### src/rtl/fast_serial_pkg.sv
// Shared constants, FSM encodings and the byte-plus-channel word
// used by the fast-opto serial engine.
package fast_serial_pkg;

   localparam int   FS_FRAME_BITS = 10;
   localparam logic FS_START      = 1'b0;
   localparam logic FS_IDLE       = 1'b1;
   localparam logic FS_CHAN_A     = 1'b0;
   localparam logic FS_CHAN_B     = 1'b1;

   typedef enum logic [1:0] {
      TX_IDLE,
      TX_DATA,
      TX_GAP
   } tx_state_t;

   typedef enum logic [1:0] {
      RX_IDLE,
      RX_SHIFT,
      RX_PUSH
   } rx_state_t;

   typedef struct packed {
      logic       chan;
      logic [7:0] data;
   } fs_word_t;

endpackage

### src/rtl/fs_sync_fifo.sv
// Single-clock FIFO with occupancy output; read data is the head entry,
// a pushed entry becomes visible on the following cycle.
module fs_sync_fifo #(
   parameter int WIDTH = 9,
   parameter int DEPTH = 16
) (
   input  logic                     i_clk,
   input  logic                     i_rst_n,
   input  logic                     i_push,
   input  logic [WIDTH-1:0]         i_wdata,
   input  logic                     i_pop,
   output logic [WIDTH-1:0]         o_rdata,
   output logic [$clog2(DEPTH):0]   o_level,
   output logic                     o_full,
   output logic                     o_empty
);

   localparam int AW = $clog2(DEPTH);
   localparam int LW = AW + 1;

   logic [WIDTH-1:0] mem [DEPTH];
   logic [AW-1:0]    wp;
   logic [AW-1:0]    rp;
   logic             wr;
   logic             rd;

   assign o_empty = (o_level == '0);
   assign o_full  = (o_level == LW'(DEPTH));
   assign rd      = i_pop & ~o_empty;
   // a pop frees the slot this cycle, so a full FIFO may still accept
   assign wr      = i_push & (~o_full | rd);
   assign o_rdata = mem[rp];

   always_ff @(posedge i_clk) begin
      if (wr) mem[wp] <= i_wdata;
   end

   always_ff @(posedge i_clk or negedge i_rst_n) begin
      if (!i_rst_n) begin
         wp      <= '0;
         rp      <= '0;
         o_level <= '0;
      end else begin
         if (wr) wp <= wp + 1'b1;
         if (rd) rp <= rp + 1'b1;
         if (wr && !rd)
            o_level <= o_level + 1'b1;
         else if (rd && !wr)
            o_level <= o_level - 1'b1;
      end
   end

endmodule

### src/rtl/fast_serial_core.sv
// FTDI fast-opto serial engine: FSCLK divider, TX and RX framers
// with byte FIFOs on the system side.
module fast_serial_core
   import fast_serial_pkg::*;
#(
   parameter int CLK_DIV   = 2,
   parameter int TX_DEPTH  = 16,
   parameter int RX_DEPTH  = 16,
   parameter int IDLE_BITS = 1
) (
   input  logic                        i_clk,
   input  logic                        i_rst_n,
   input  logic [7:0]                  i_tx_data,
   input  logic                        i_tx_chan,
   input  logic                        i_tx_valid,
   output logic                        o_tx_ready,
   output logic [7:0]                  o_rx_data,
   output logic                        o_rx_chan,
   output logic                        o_rx_valid,
   input  logic                        i_rx_ready,
   output logic                        o_fsclk,
   output logic                        o_fsdi,
   input  logic                        i_fsdo,
   input  logic                        i_fscts,
   output logic [$clog2(TX_DEPTH):0]   o_tx_level,
   output logic [$clog2(RX_DEPTH):0]   o_rx_level,
   output logic                        o_rx_overflow,
   input  logic                        i_clr_overflow,
   output logic                        o_tx_active
);

   localparam int DW = $clog2(CLK_DIV);
   localparam int GW = (IDLE_BITS > 1) ? $clog2(IDLE_BITS) : 1;

   logic          rst_meta;
   logic          rst_s;
   logic [DW-1:0] div_cnt;
   logic          div_wrap;
   logic          rise_tick;
   logic          fall_tick;
   logic          cts_m;
   logic          cts_s;
   logic          fsdo_q;

   tx_state_t     tx_state_q, tx_state_d;
   logic [3:0]    tx_cnt_q, tx_cnt_d;
   logic [8:0]    tx_sh_q, tx_sh_d;
   logic [GW-1:0] gap_q, gap_d;
   logic          fsdi_d;
   logic          act_d;
   logic          tx_pop;
   logic          tx_push;
   logic          tx_full;
   logic          tx_empty;
   fs_word_t      tx_head;

   rx_state_t     rx_state_q, rx_state_d;
   logic [3:0]    rx_cnt_q, rx_cnt_d;
   logic [8:0]    rx_sh_q, rx_sh_d;
   logic          rx_req;
   logic          rx_push;
   logic          rx_drop;
   logic          rx_pop;
   logic          rx_full;
   logic          rx_empty;
   fs_word_t      rx_head;

   // async assert, release aligned to i_clk
   always_ff @(posedge i_clk or negedge i_rst_n) begin
      if (!i_rst_n) begin
         rst_meta <= 1'b0;
         rst_s    <= 1'b0;
      end else begin
         rst_meta <= 1'b1;
         rst_s    <= rst_meta;
      end
   end

   assign div_wrap  = (div_cnt == DW'(CLK_DIV - 1));
   assign rise_tick = div_wrap & ~o_fsclk;
   assign fall_tick = div_wrap & o_fsclk;

   always_ff @(posedge i_clk or negedge rst_s) begin
      if (!rst_s) begin
         div_cnt <= '0;
         o_fsclk <= 1'b0;
         cts_m   <= 1'b0;
         cts_s   <= 1'b0;
         fsdo_q  <= FS_IDLE;
      end else begin
         div_cnt <= div_wrap ? '0 : div_cnt + 1'b1;
         if (div_wrap) o_fsclk <= ~o_fsclk;
         cts_m   <= i_fscts;
         cts_s   <= cts_m;
         fsdo_q  <= i_fsdo;
      end
   end

   assign o_tx_ready = ~tx_full;
   assign tx_push    = i_tx_valid & o_tx_ready;

   fs_sync_fifo #(
      .WIDTH (9),
      .DEPTH (TX_DEPTH)
   ) u_tx_fifo (
      .i_clk   (i_clk),
      .i_rst_n (rst_s),
      .i_push  (tx_push),
      .i_wdata ({i_tx_chan, i_tx_data}),
      .i_pop   (tx_pop),
      .o_rdata (tx_head),
      .o_level (o_tx_level),
      .o_full  (tx_full),
      .o_empty (tx_empty)
   );

   always_comb begin
      tx_state_d = tx_state_q;
      tx_cnt_d   = tx_cnt_q;
      tx_sh_d    = tx_sh_q;
      gap_d      = gap_q;
      fsdi_d     = o_fsdi;
      act_d      = o_tx_active;
      tx_pop     = 1'b0;
      unique case (tx_state_q)
         TX_IDLE: begin
            if (fall_tick && !tx_empty && cts_s) begin
               tx_pop     = 1'b1;
               tx_sh_d    = tx_head;
               tx_cnt_d   = '0;
               fsdi_d     = FS_START;
               act_d      = 1'b1;
               tx_state_d = TX_DATA;
            end
         end
         TX_DATA: begin
            if (fall_tick) begin
               if (tx_cnt_q == 4'(FS_FRAME_BITS - 1)) begin
                  fsdi_d     = FS_IDLE;
                  act_d      = 1'b0;
                  gap_d      = '0;
                  tx_state_d = TX_GAP;
               end else begin
                  fsdi_d   = tx_sh_q[0];
                  tx_sh_d  = {1'b0, tx_sh_q[8:1]};
                  tx_cnt_d = tx_cnt_q + 1'b1;
               end
            end
         end
         TX_GAP: begin
            // the high bit driven on leaving DATA is the first gap period
            if (gap_q == GW'(IDLE_BITS - 1))
               tx_state_d = TX_IDLE;
            else if (fall_tick)
               gap_d = gap_q + 1'b1;
         end
         default: tx_state_d = TX_IDLE;
      endcase
   end

   always_ff @(posedge i_clk or negedge rst_s) begin
      if (!rst_s) begin
         tx_state_q  <= TX_IDLE;
         tx_cnt_q    <= '0;
         tx_sh_q     <= '0;
         gap_q       <= '0;
         o_fsdi      <= FS_IDLE;
         o_tx_active <= 1'b0;
      end else begin
         tx_state_q  <= tx_state_d;
         tx_cnt_q    <= tx_cnt_d;
         tx_sh_q     <= tx_sh_d;
         gap_q       <= gap_d;
         o_fsdi      <= fsdi_d;
         o_tx_active <= act_d;
      end
   end

   always_comb begin
      rx_state_d = rx_state_q;
      rx_cnt_d   = rx_cnt_q;
      rx_sh_d    = rx_sh_q;
      rx_req     = 1'b0;
      unique case (rx_state_q)
         RX_IDLE: begin
            if (rise_tick && fsdo_q == FS_START) begin
               rx_cnt_d   = '0;
               rx_state_d = RX_SHIFT;
            end
         end
         RX_SHIFT: begin
            if (rise_tick) begin
               rx_sh_d = {fsdo_q, rx_sh_q[8:1]};
               if (rx_cnt_q == 4'(FS_FRAME_BITS - 2))
                  rx_state_d = RX_PUSH;
               else
                  rx_cnt_d = rx_cnt_q + 1'b1;
            end
         end
         RX_PUSH: begin
            rx_req     = 1'b1;
            rx_state_d = RX_IDLE;
         end
         default: rx_state_d = RX_IDLE;
      endcase
   end

   always_ff @(posedge i_clk or negedge rst_s) begin
      if (!rst_s) begin
         rx_state_q    <= RX_IDLE;
         rx_cnt_q      <= '0;
         rx_sh_q       <= '0;
         o_rx_overflow <= 1'b0;
      end else begin
         rx_state_q <= rx_state_d;
         rx_cnt_q   <= rx_cnt_d;
         rx_sh_q    <= rx_sh_d;
         if (rx_drop)
            o_rx_overflow <= 1'b1;
         else if (i_clr_overflow)
            o_rx_overflow <= 1'b0;
      end
   end

   assign rx_push    = rx_req & ~rx_full;
   assign rx_drop    = rx_req & rx_full;
   assign rx_pop     = i_rx_ready & ~rx_empty;
   assign o_rx_valid = ~rx_empty;
   assign o_rx_data  = rx_head.data;
   assign o_rx_chan  = rx_head.chan;

   fs_sync_fifo #(
      .WIDTH (9),
      .DEPTH (RX_DEPTH)
   ) u_rx_fifo (
      .i_clk   (i_clk),
      .i_rst_n (rst_s),
      .i_push  (rx_push),
      .i_wdata (rx_sh_q),
      .i_pop   (rx_pop),
      .o_rdata (rx_head),
      .o_level (o_rx_level),
      .o_full  (rx_full),
      .o_empty (rx_empty)
   );

endmodule
### config.mk
export PLATFORM = sky130hd
export DESIGN_NAME = fast_serial_core
export DESIGN_NICKNAME = d
export VERILOG_FILES = /design/src/rtl/fast_serial_pkg.sv /design/src/rtl/fs_sync_fifo.sv /design/src/rtl/fast_serial_core.sv
export SDC_FILE = /design/constraint.sdc
export NUM_CORES = 1
export LEC_CHECK = 0
export ABC_CLOCK_PERIOD_IN_PS = 2000
export CAP_MARGIN = 5
export CORE_MARGIN = 2
export CORE_UTILIZATION = 54
export DETAILED_ROUTE_END_ITERATION = 16
export HOLD_SLACK_MARGIN = 0.03
export PLACE_DENSITY = 0.8
export SYNTH_ARGS = -nofsm -noshare
export SYNTH_HDL_FRONTEND = slang
export SYNTH_SLANG_ARGS = --single-unit
### constraint.sdc
create_clock -name i_clk -period 2 [get_ports i_clk]
set_clock_uncertainty 0.15 [all_clocks]
set_input_delay 0.3 -clock i_clk [delete_from_list [all_inputs] [get_ports i_clk]]
set_output_delay 0.3 -clock i_clk [all_outputs]
set_load 0.03 [all_outputs]
-- Yosys cells after proc, flatten, opt, wreduce, memory -nomap -nowiden
Memories as Yosys holds them, arrays and structs flattened.
Index checks and enable logic that the tools add are counted.
- bitwise logic cells: 18
- add/subtract/negate cells: 12
- equality and inequality tests: 17
- mux-type cells: 46
- reductions and logical operators: 30
- operators by type and width (kind ; count):
    9-bit 2-to-1 mux ; 3
    4-bit by 1-bit adder with 4-bit output (second input constant) ; 6
    4-bit 2-to-1 mux ; 6
    5-bit 2-to-1 mux ; 4
    1-bit 2-to-1 mux ; 18
    2-bit inequality test (second input constant) ; 9
    9-bit one-hot mux with 2 select lines ; 1
    4-bit one-hot mux with 2 select lines ; 2
    4-bit AND reduction ; 4
    2-bit 2-to-1 mux ; 7
    2-bit nonzero test ; 6
    5-bit by 1-bit adder with 5-bit output (second input constant) ; 2
    1-bit bitwise AND ; 10
    5-bit equality test (second input constant) ; 2
    5-bit zero test ; 2
    5-bit by 1-bit subtractor with 5-bit output (second input constant) ; 2
    3-bit AND reduction ; 3
    4-bit equality test (second input constant) ; 2
    1-bit logical AND ; 7
    1-bit NOT ; 6
    1-bit one-hot mux with 2 select lines ; 3
    2-bit one-hot mux with 3 select lines ; 1
    1-bit zero test ; 5
    2-bit by 1-bit equality test with 1-bit output (second input constant) ; 2
    6 further kinds ; 10
- RAM bits: 288
- logic and storage cells: 148
- bits of input ports: 16
- memories kept: 2
- register bits: 67
- memories (memory ; depth ; bits a word ; rd ports ; clocked after Yosys merged registers in ; write ports ; line ; text):
    u_rx_fifo.mem ; 16 ; 9 ; 1 ; 0 ; 1 ; fs_sync_fifo.sv:21 ; logic [WIDTH-1:0] mem [DEPTH];
    u_tx_fifo.mem ; 16 ; 9 ; 1 ; 0 ; 1 ; fs_sync_fifo.sv:21 ;

-- Depth between registers and ports, before layout
Gate-level depths: netlist (run 1).
- word-level depth: 13
- depth in mapped cells: 13

-- By module
A second synthesis (run 1) with hierarchy kept.
- cells, all modules: 855
- area total of the unflattened synthesis: 14580.2 sq um
- modules (own cells, without submodules) (module ; instances ; cells an instance ; area each (sq um)):
    fs_sync_fifo ; 2 ; 346 ; 6339.8
    fast_serial_core ; 1 ; 163 ; 1900.6

-- Worst setup path before layout (run 1)
No wires, ideal clock.
- kind: register to register
- start: register u_rx_fifo.o_level[0]
- end: register u_rx_fifo.o_level[4]
- clock period less this slack: 3.297 ns
- stages on the path, launching flop included: 13
- path slack: -1.297 ns
- path buffers: 0
- arrival time: 3.008 ns
- required time: 1.712 ns
- path through: dfrtp_1 > nor4_1 > nand2b_1 > and2_1 > inv_2 > ha_1 > inv_1 > fa_1 > a21o_1 > a21oi_1 > xnor2_1 > nor2_1 > xor2_1
- longest elaborated chain between the ends: 9
- elaborated cells between the ends (all ways): 18
- RTL lines (item ; line ; text):
    from (decl) ; fs_sync_fifo.sv:13 ; output logic [$clog2(DEPTH):0] o_level,
    from (signal assigned) ; fs_sync_fifo.sv:47 ; o_level <= o_level + 1'b1;
    from (signal assigned) ; fs_sync_fifo.sv:49 ; o_level <= o_level - 1'b1;
    5-bit zero test * ; fs_sync_fifo.sv:27 ; assign o_empty = (o_level == '0);
    1-bit NOT * ; - ;
    net o_rx_valid ; fast_serial_core.sv:19 ; output logic o_rx_valid,
    1-bit bitwise AND ; fast_serial_core.sv:227 ; assign rx_pop = i_rx_ready & ~rx_empty;
    1-bit bitwise AND * ; fs_sync_fifo.sv:29 ; assign rd = i_pop & ~o_empty;
    1-bit OR ; fs_sync_fifo.sv:31 ; assign wr = i_push & (~o_full | rd);
    1-bit bitwise AND ; fs_sync_fifo.sv:31 ;
    1-bit zero test ; fs_sync_fifo.sv:48 ; else if (rd && !wr)
    1-bit logical AND ; fs_sync_fifo.sv:48 ;
    2-bit nonzero test (no line) ; - ;
Mark *: on every way through the listed nets, which the timed path passes. The rest lies on a longest branch. The select of a mux whose other input is x is not followed.
A chain may end at the register's enable or synchronous reset.

-- Final worst setup path (run 1)
- start: register u_rx_fifo.rp[0]
- end: output o_rx_data[7]
- longest elaborated chain between the ends: 1
- RTL lines (item ; line ; text):
    from (decl) ; fs_sync_fifo.sv:23 ; logic [AW-1:0] rp;
    from (signal assigned) ; fs_sync_fifo.sv:45 ; if (rd) rp <= rp + 1'b1;
    memory 16 x 9 bit ; - ;
    to (decl) ; fast_serial_core.sv:17 ; output logic [7:0] o_rx_data,
Every way passes these cells.

==> reports/metrics.yaml, run 1 <==
viasPerCell: 6.06
p_per_area_nw_per_um2: 1420
cap_violations: 0
areaGrowthSynthToFinish_pct: 27.2
p_leak_nw: 6.43
hold_path_class: "input port to flop"
period_share_pct: 144
start_util_pct: 54.8
regArea_sq_um: 10300
report.final.slew_viol_count: 0
hpwl_mm: 18.0
drt_iter0_drc: 733
synthXorXnorAreaFrac_pct: 1.54
grt.total_usage_pct: 24.3
fp.dieH_um: 166
root_buffer: "clkbuf_16"
synth_top_area_cell: "edfxtp_1"
hold_viol: 0
seq_area_frac_synth_pct: 72.6
synth_compound_area_share_pct: 3.61
grt_setup_unrepaired: "true"
synth_area_leaders: "edfxtp_1 61%, mux4_2 13%, dfrtp_1 11%"
clk_pin_slew_worst_paths_ns: 0.05
worstSkewPairLatency_ns: 0.54
fin_nets: 963
slew_headroom_pct: 56.8
grt_overflow_total: 0
fin_util_pct: 69.7
cp-end-kind: "output pin"
portBuffers: 40
slowest_delay_ns: 0.52
gp_congestion: 0.807
cp-startpoint: "u_rx_fifo.rp[0]$_DFFE_PN0P_"
fp.dieArea_sq_um: 27700
period_minus_slack_ns: 2.88
vias: 7784
yosysUniqueCellTypes: 52
multi_input_area_sq_um: 4320
syn-cell-area_sq_um: 14200
required_ns: 1.55
fin_cells: 1285
cts_tree: "built"
synthMuxAreaShare_pct: 14.0
cts_buffer_depth: 3
grt_pass1_wl_mm: 50.2
dr.pass1.iters: 5
synth.avg_cell_area_sq_um: 18.9
r2r_start: "u_rx_fifo.o_level[0]$_DFFE_PN0P_"
wl_per_cell_um: 26.0
fill_cells: 1521
yosysWarnings: 0
tightest_slew_ns: 0.647
synth.most_common_cell: "edfxtp_1"
std_cell_rows: 59
routed_wl_mm: 33.4
synth_edf_count: 288
drive_above_1_share_pct: 42.1
die_w_um: 166
core_area_sq_um: 26000
async_reset_ff_share_pct: 18.9
worst-path-max-fanout: 8
worst_slack_ns: -0.885
setup_viol: 145
synth_top_family_by_area: "multiplexers"
fmax_mhz: 347
grt_pass1_vias: 8172
cts.sinks: 355
violations: "setup timing"
syn_inst: 753
diodes: 0
crit_type: "flop to output pin"
grt_max_degree: 35
htreeDepth: 2
cts_buffers: 36
crit_chain: "buf_6 -> buf_12 -> buf_12 -> mux4_2 -> mux4_2 -> buf_6"
yosys.area_share.simple_pct: 4.18
place_inst: 1190
synthTopCellsByCount: "288 x edfxtp_1, 81 x mux4_2, 65 x dfrtp_1, 35 x nor2_1, 34 x a21oi_1"
critPathLaunchType: "flop"
min-delay-start: "i_fscts"
syn-num-nets: 793
synthAdderAreaFrac_pct: 2.22
ant_nets: 0
slowest_stage: "mux4_2"
synth-seq-cells: 355
synthFlopType: "edfxtp_1"
cp.arrival_ns: 2.43
drcViolationCount: 0
synth_top_cell_area_share_pct: 60.8
status: "finished with violations"
antenna_found_initial: 0
peakVddDrop_mv: 1.20
ios: 41
logic make-up (layout without fill, tap and decap cells):
family                     after synthesis  in the layout
other                                    1              1
muxes                                   96             96
adders and majority gates               24             24
buffers and inverters                   54            241
DFF                                    355            355
xor gates and xnor gates                25             25
and+or+nand+nor                        118            128
AOI/OAI and AO/OA                       80             80
final timing paths:
path	end	slack (ns)	cells past startpoint
max	o_rx_data[7]	-0.88	6
min	cts_m$_DFF_PN0_	0.07	1
max reg2reg	u_rx_fifo.o_level[4]$_DFFE_PN0P_	-0.57	12
min reg2reg	div_cnt$_DFF_PN0_	0.14	1
max in group asynchronous	u_rx_fifo.rp[0]$_DFFE_PN0P_	1.20	1
min in group asynchronous	div_cnt$_DFF_PN0_	0.14	1
layout make-up:
type                    instances  area share (%)
inverters                      20           0.484
repair buffers                156            9.48
clock buffers                  42            5.22
well taps                     335            2.32
multi-input cells             354            23.9
clock inverters                23            1.51
flip-flops and latches        355            57.1
sequential cells by signal, indices dropped and copies added, names as in the netlist, 2 cells and up:
signal / flops
tx_sh_q: 9
rx_state_q: 2
u_rx_fifo.o_level: 5
rx_cnt_q: 4
u_tx_fifo.mem: 144
u_tx_fifo.wp: 4
u_rx_fifo.mem: 144
u_rx_fifo.wp: 4
u_tx_fifo.rp: 4
rx_sh_q: 9
u_tx_fifo.o_level: 5
tx_state_q: 2
u_rx_fifo.rp: 4
tx_cnt_q: 4
layout by cell type (no fill, tap or decap), types with 11 or more instances in the layout:
cell and n:
edfxtp_1 288, mux4_2 81, buf_4 64, dfrtp_1 55, clkbuf_16 37, buf_6 35
and2_4 26, nand2_1 22, nor2_1 21, buf_12 20, a21oi_1 19, xnor2_1 16
a22oi_2 16, ha_1 16, inv_1 15, a21oi_2 15, nor2_4 15, clkdlybuf4s50_1 15
dlygate4sd2_1 14, mux2_2 11
per-stage QoR:
step	hold slack [ns]	TNS [ns]	worst slack (ns)	area, sq um	total power [mW]
finish	0.0722	-16.06	-0.885	18100	25.7
global route	0.0609	-26.98	-0.940	18100	26.7
CTS	0.0569	-16.57	-0.937	17900	25.4
detailed placement	0.159	-59.12	-0.737	16100	17.4
global placement	0.152	-53.52	-0.679	16100	17.1
floorplan	-0.146	-14.99	-0.708	14500	14.8
layer usage:
layer / GRT usage, % / part of all wire (%) / vias up
li1: - / - / 3321
met1: 31.4 / 38 / 4042
met2: 42.9 / 52 / 358
met3: 4.12 / 7.1 / 63
met4: 7.46 / 2.9 / 0
met5: 0 / 0 / -
critical path: cells and delay by family (launching register included):
| kind | cells | cell delay (ns) |
|---|---|---|
| muxes | 2 | 0.95 |
| buffers and inverters | 4 | 0.56 |
| DFF | 1 | 0.41 |
what timing repair did:
action | 4_1_cts | 5_1_grt
gates cloned | 13 | 2
setup buffers | 21 | 11
hold endpoints to repair | 2 | 0
resized for setup | 187 | 37
hold buffers | 1 | 0
setup endpoints to repair | 330 | 257
pin swaps | 39 | 30
where the power goes:
group | leakage (nW) | internal, mW | switching [mW]
Sequential | 3.47 | 9.17 | 0.876
Combinational | 2.37 | 4.44 | 4.35
Clock | 0.592 | 4.06 | 2.82
Total | 6.43 | 17.7 | 8.05
(Power assumes the default switching activity.)
==> inputs of run 2 (changes only) <==
--- a/config.mk
+++ b/config.mk
@@ -7,11 +7,13 @@
 export LEC_CHECK = 0
 export ABC_CLOCK_PERIOD_IN_PS = 2000
 export CAP_MARGIN = 5
+export CELL_PAD_IN_SITES_DETAIL_PLACEMENT = 1
+export CELL_PAD_IN_SITES_GLOBAL_PLACEMENT = 1
 export CORE_MARGIN = 2
-export CORE_UTILIZATION = 54
+export CORE_UTILIZATION = 48
 export DETAILED_ROUTE_END_ITERATION = 16
 export HOLD_SLACK_MARGIN = 0.03
-export PLACE_DENSITY = 0.8
+export PLACE_DENSITY = 0.81
 export SYNTH_ARGS = -nofsm -noshare
 export SYNTH_HDL_FRONTEND = slang
 export SYNTH_SLANG_ARGS = --single-unit
==> constraint.sdc (replaced) <==
create_clock -name i_clk -period 2 [get_ports i_clk]
set_clock_uncertainty 0.15 [all_clocks]
set_input_delay 0.3 -clock i_clk [delete_from_list [all_inputs] [get_ports i_clk]]
set_output_delay 0.3 -clock i_clk [all_outputs]
set_load 0.05 [all_outputs]
==> run 2 against run 1 <==
  * The flow still finishes with violations (setup timing)
  * Routed wire length grew 28%
  * Clock power grew 4.1%
  * Setup slack lost 0.019 ns
  * Fmax shrank 0.64%
  * First-iteration DRC count grew 1.8%
  * Cell count grew 6.8%
  * Final area grew 2.2%
  * Combinational power grew 16%
  * Critical endpoint is now o_rx_data[2]
==> reports/metrics.yaml, run 2 (same netlist as run 1, synthesis figures left out) <==
status: "finished with violations"
violations: "setup timing"
cp.arrival_ns: 2.45
crit_type: "flop to output pin"
hold_path_class: "flop to asynchronous set/reset pin"
clk_pin_slew_worst_paths_ns: 0.07
start_util_pct: 48.4
period_minus_slack_ns: 2.90
path_common_cell: "mux4_2"
setup_viol: 329
p_switching_mw: 9.53
cp-end-kind: "output pin"
htreeDepth: 2
worst-path-max-fanout: 7
portBuffers: 40
report.final.slew_viol_count: 0
combPwrFrac_pct: 37.0
clockPowerShare_pct: 26.0
switching_share_pct: 34.5
peakVddDrop_mv: 1.18
vias: 8240
largest_registers: "u_rx_fifo.mem (144), u_tx_fifo.mem (144)"
critPathTopFamily: "multiplexers"
cp_num_buf_inv: 3
fill_cells: 2430
crit_chain: "buf_12 -> buf_8 -> mux4_2 -> mux4_2 -> buf_6"
fin_area_sq_um: 18500
die_w_um: 176
critPathLaunchType: "flop"
cts_tree: "built"
grt_pass1_wl_mm: 63.8
areaGrowthSynthToFinish_pct: 30.0
diodes: 0
cts.sinks: 355
drcViolationCount: 0
intPower_mw: 18.1
cap_violations: 0
drt_iter0_drc: 746
grt_overflow_total: 0
core_area_sq_um: 29400
preCtsSetupSlack_ns: -0.604
fin_nets: 996
gp_congestion: 0.751
viasPerCell: 6.00
routed_wl_mm: 42.8
grt.total_usage_pct: 28.7
fmax_mhz: 344
fp.dieH_um: 176
ff2ff_path_depth: 12
slowest_delay_ns: 0.55
dr.pass1.iters: 5
cts_buffer_depth: 3
r2r_start: "u_tx_fifo.o_level[2]$_DFFE_PN0P_"
cp-startpoint: "u_rx_fifo.rp[0]$_DFFE_PN0P_"
hpwl_mm: 21.0
p_leak_nw: 6.63
cts_buffers: 37
r2r_end: "u_tx_fifo.o_level[4]$_DFFE_PN0P_"
grt_pass1_vias: 9391
grt_max_degree: 66
std_cell_rows: 63
p_seq_share_pct: 37.0
layout_common_cells: "288 x edfxtp_1, 90 x buf_4, 81 x mux4_2"
tightest_slew_ns: 0.721
root_buffer: "clkbuf_16"
placed_area_sq_um: 16100
required_ns: 1.55
reg2reg_slack_ns: -0.70
worst_slack_ns: -0.903
antenna_found_initial: 0
ios: 41
ant_nets: 0
grt_setup_unrepaired: "true"
drive_above_1_share_pct: 44.9
period_share_pct: 145
slew_headroom_pct: 51.9
wl_per_cell_um: 31.2
worstSkewPairLatency_ns: 0.57
fp.dieArea_sq_um: 31000
hold_viol: 0
final_common_cell: "edfxtp_1"
slowest_stage: "mux4_2"
p_per_area_nw_per_um2: 1490
-- run 2: worst max path at each step --
stage	slack, ns	endpoint	depth (start not counted)
final	-0.90	o_rx_data[2]	5
after global routing	-0.97	o_rx_chan	5
after CTS	-0.93	o_rx_data[5]	6
after detailed placement	-0.60	u_tx_fifo.o_level[4]$_DFFE_PN0P_	12
after global placement	-0.51	u_tx_fifo.o_level[4]$_DFFE_PN0P_	12
after floorplan	-0.81	u_tx_fifo.o_level[4]$_DFFE_PN0P_	13
-- run 2: power by group through the flow --
stage	Clock (mW)	Combinational, mW	Sequential [mW]
floorplan	0	4.87	10.3
detailed placement	0	7.93	10.2
finish	7.17	10.2	10.2
CTS	7.11	9.80	10.1
global placement	0	7.64	10.1
global route	7.49	10.7	10.3
-- run 2: cell type report --
cell class	instances	area [sq um]	share of cell area, %
Clock buffer	44	952	5.15
Tap cell	390	488	2.64
Multi-Input combinational cell	362	4390	23.7
Timing Repair Buffer	180	1950	10.6
Sequential cell	355	10300	55.9
Inverter	20	85.1	0.460
Clock inverter	22	283	1.53
-- run 2: timing repair --
item,in CTS,in global routing
pin swaps,55,25
hold buffers,3,0
buffers inserted,48,8
hold endpoints to repair,4,0
gates resized for setup,170,15
setup endpoints to repair,318,319
cloned,23,1
-- run 2: through the flow --
stage / power (mW) / hold slack, ns / setup TNS, ns / util [%] / instances
after global routing: 28.5 / 0.155 / -92.57 / 62.9 / 1373
after floorplan: 15.2 / -0.146 / -39.11 / - / 753
after CTS: 27.0 / 0.137 / -46.00 / 62.7 / 1372
final: 27.6 / 0.122 / -76.69 / 62.9 / 1373
after detailed placement: 18.2 / 0.157 / -82.43 / 54.7 / 1247
after global placement: 17.8 / 0.144 / -59.21 / 54.7 / 1247
-- run 2: metal layers --
metal,up-vias,wire length (um),track usage (%)
met1,4332,15700,34.7
met3,118,2350,4.89
met4,0,1840,12.5
met5,-,0,0
li1,3395,-,-
met2,395,22900,50.8
-- run 2: worst register-to-register path, stage by stage, from the launching register on --
cell and delay [ns]:
dfrtp_2 0.43, nor4_4 0.36, a21oi_2 0.11, and3_4 0.17, inv_4 0.06, ha_4 0.14
inv_4 0.05, fa_2 0.35, a21o_1 0.19, a21oi_2 0.17, xnor2_1 0.11, nor2_1 0.19
xnor2_1 0.15
==> inputs of run 3 (changes only) <==
--- a/config.mk
+++ b/config.mk
@@ -5,15 +5,15 @@
 export SDC_FILE = /design/constraint.sdc
 export NUM_CORES = 1
 export LEC_CHECK = 0
-export ABC_CLOCK_PERIOD_IN_PS = 2000
+export ABC_CLOCK_PERIOD_IN_PS = 3500
 export CAP_MARGIN = 5
 export CELL_PAD_IN_SITES_DETAIL_PLACEMENT = 1
 export CELL_PAD_IN_SITES_GLOBAL_PLACEMENT = 1
 export CORE_MARGIN = 2
-export CORE_UTILIZATION = 48
+export CORE_UTILIZATION = 54
 export DETAILED_ROUTE_END_ITERATION = 16
 export HOLD_SLACK_MARGIN = 0.03
-export PLACE_DENSITY = 0.81
+export PLACE_DENSITY = 0.86
 export SYNTH_ARGS = -nofsm -noshare
 export SYNTH_HDL_FRONTEND = slang
 export SYNTH_SLANG_ARGS = --single-unit
==> constraint.sdc (replaced) <==
create_clock -name i_clk -period 3.5 [get_ports i_clk]
set_clock_uncertainty 0.15 [all_clocks]
set_input_delay 0.525 -clock i_clk [delete_from_list [all_inputs] [get_ports i_clk]]
set_output_delay 0.525 -clock i_clk [all_outputs]
set_load 0.05 [all_outputs]
==> run 3 against run 2 <==
  * The flow now finishes without violations
  * Routed wire length down 26%
  * Worst hold slack better by 0.080 ns
  * Cell count down 14%
  * Via count down 12%
  * Critical path depth down 1
  * Sequential share of layout area up 7.6 points
  * First-iteration DRC count down 23%
  * Final area down 12%
  * Power down 51%
  * Global-route usage down 5.1 points
  * Setup slack better by 1.0 ns
==> reports/metrics.yaml, run 3 (same netlist as run 1, synthesis figures left out) <==
grt_overflow_total: 0
cap_violations: 0
p_leak_nw: 5.67
critPathTopFamily: "multiplexers"
die_w_um: 166
fmax_mhz: 296
layout_common_cells: "288 x edfxtp_1, 81 x mux4_2, 62 x dfrtp_1"
routed_wl_mm: 31.5
whs_ns: 0.203
fin_nets: 861
grt_max_degree: 49
antenna_found_initial: 0
std_cell_rows: 59
cts.sinks: 355
peakVddDrop_mv: 0.704
ios: 41
start_util_pct: 54.8
dr.pass1.iters: 5
regArea_sq_um: 10300
viasPerCell: 6.14
setup_viol: 0
slowest_stage: "dfrtp_2"
power_mw: 13.5
root_buffer: "clkbuf_16"
fin_cells: 1183
finalSetupTns_ns: 0
report.final.slew_viol_count: 0
portBuffers: 40
slowest_delay_ns: 0.63
fin_area_sq_um: 16300
crit_chain: "buf_12 -> mux4_2 -> mux4_2 -> buf_4"
worstSkewPairLatency_ns: 0.52
fp.dieArea_sq_um: 27700
grt_pass1_wl_mm: 49.2
drcViolationCount: 0
cp_num_buf_inv: 2
gp_congestion: 0.818
placed_area_sq_um: 15100
largest_registers: "u_rx_fifo.mem (144), u_tx_fifo.mem (144)"
clk_pin_slew_worst_paths_ns: 0.06
p_per_area_nw_per_um2: 833
cts_buffers: 36
grt.total_usage_pct: 23.6
fp.dieH_um: 166
slew_headroom_pct: 28.1
diodes: 0
status: "completed"
final_common_cell: "edfxtp_1"
hold_viol: 0
multi_input_area_sq_um: 3650
fill_cells: 2214
hold_path_class: "flop to flop"
reg2reg_slack_ns: 0.34
wl_per_cell_um: 26.6
grt_pass1_vias: 8219
areaGrowthSynthToFinish_pct: 14.2
required_ns: 2.82
path_common_cell: "mux4_2"
core_area_sq_um: 26000
tightest_slew_ns: 1.08
vias: 7269
cp.arrival_ns: 2.70
period_share_pct: 96.4
place_inst: 1117
worst-path-max-fanout: 22
critPathLaunchType: "flop"
drt_iter0_drc: 574
cts_tree: "built"
htreeDepth: 2
cp-end-kind: "output pin"
ant_nets: 0
hpwl_mm: 20.7
grt_setup_unrepaired: "false"
period_minus_slack_ns: 3.38
drive_above_1_share_pct: 22.5
crit_type: "flop to output pin"
cts_buffer_depth: 3
## run 3: power by group
| part | switching, mW | leakage (nW) | total [mW] | internal (mW) |
|---|---|---|---|---|
| sequential | 0.713 | 3.48 | 5.94 | 5.23 |
| combinational | 2.08 | 1.61 | 3.74 | 1.67 |
| clock | 1.53 | 0.579 | 3.85 | 2.32 |
## run 3: per-layer routing
metal,track usage [%],vias to the layer above,part of all wire (%)
li1,-,3096,-
met1,30.7,3846,39
met2,40.8,256,52
met3,3.77,71,5.8
met4,8.73,0,3.3
met5,0,-,0
## run 3: worst paths after layout
check / from / endpoint / cells past startpoint
max: u_rx_fifo.rp[0]$_DFFE_PN0P_ / o_rx_data[7] / 4
min: rst_meta$_DFF_PN0_ / rst_s$_DFF_PN0_ / 0
max reg2reg: u_tx_fifo.o_level[0]$_DFFE_PN0P_ / u_tx_fifo.o_level[4]$_DFFE_PN0P_ / 12
min reg2reg: rst_meta$_DFF_PN0_ / rst_s$_DFF_PN0_ / 0
max in group asynchronous: rst_s$_DFF_PN0_ / fsdo_q$_DFF_PN1_ / 1
min in group asynchronous: rst_s$_DFF_PN0_ / o_fsclk$_DFFE_PN0P_ / 0
## run 3: per-stage QoR
stage	utilization, %	setup slack (ns)
after global placement	57.9	0.413
after global routing	62.6	0.00300
after floorplan	-	0.0447
final	62.6	0.124
after detailed placement	57.9	0.255
after CTS	62.5	0.0731
## run 3: final cells by class
cell class                 instances  share of cell area, %
sequential                       355                   63.6
multi-input combinational        344                   22.4
clock buffer                      50                   5.99
timing repair buffer              64                   3.68
tap                              335                   2.58
clock inverter                    15                   1.30
inverter                          20                  0.462
## run 3: repair_timing
action,in CTS,in global routing
resized for setup,0,1
hold buffers,1,0
endpoints found under the hold margin,2,0
setup endpoints to repair,0,1
buffers inserted,0,0
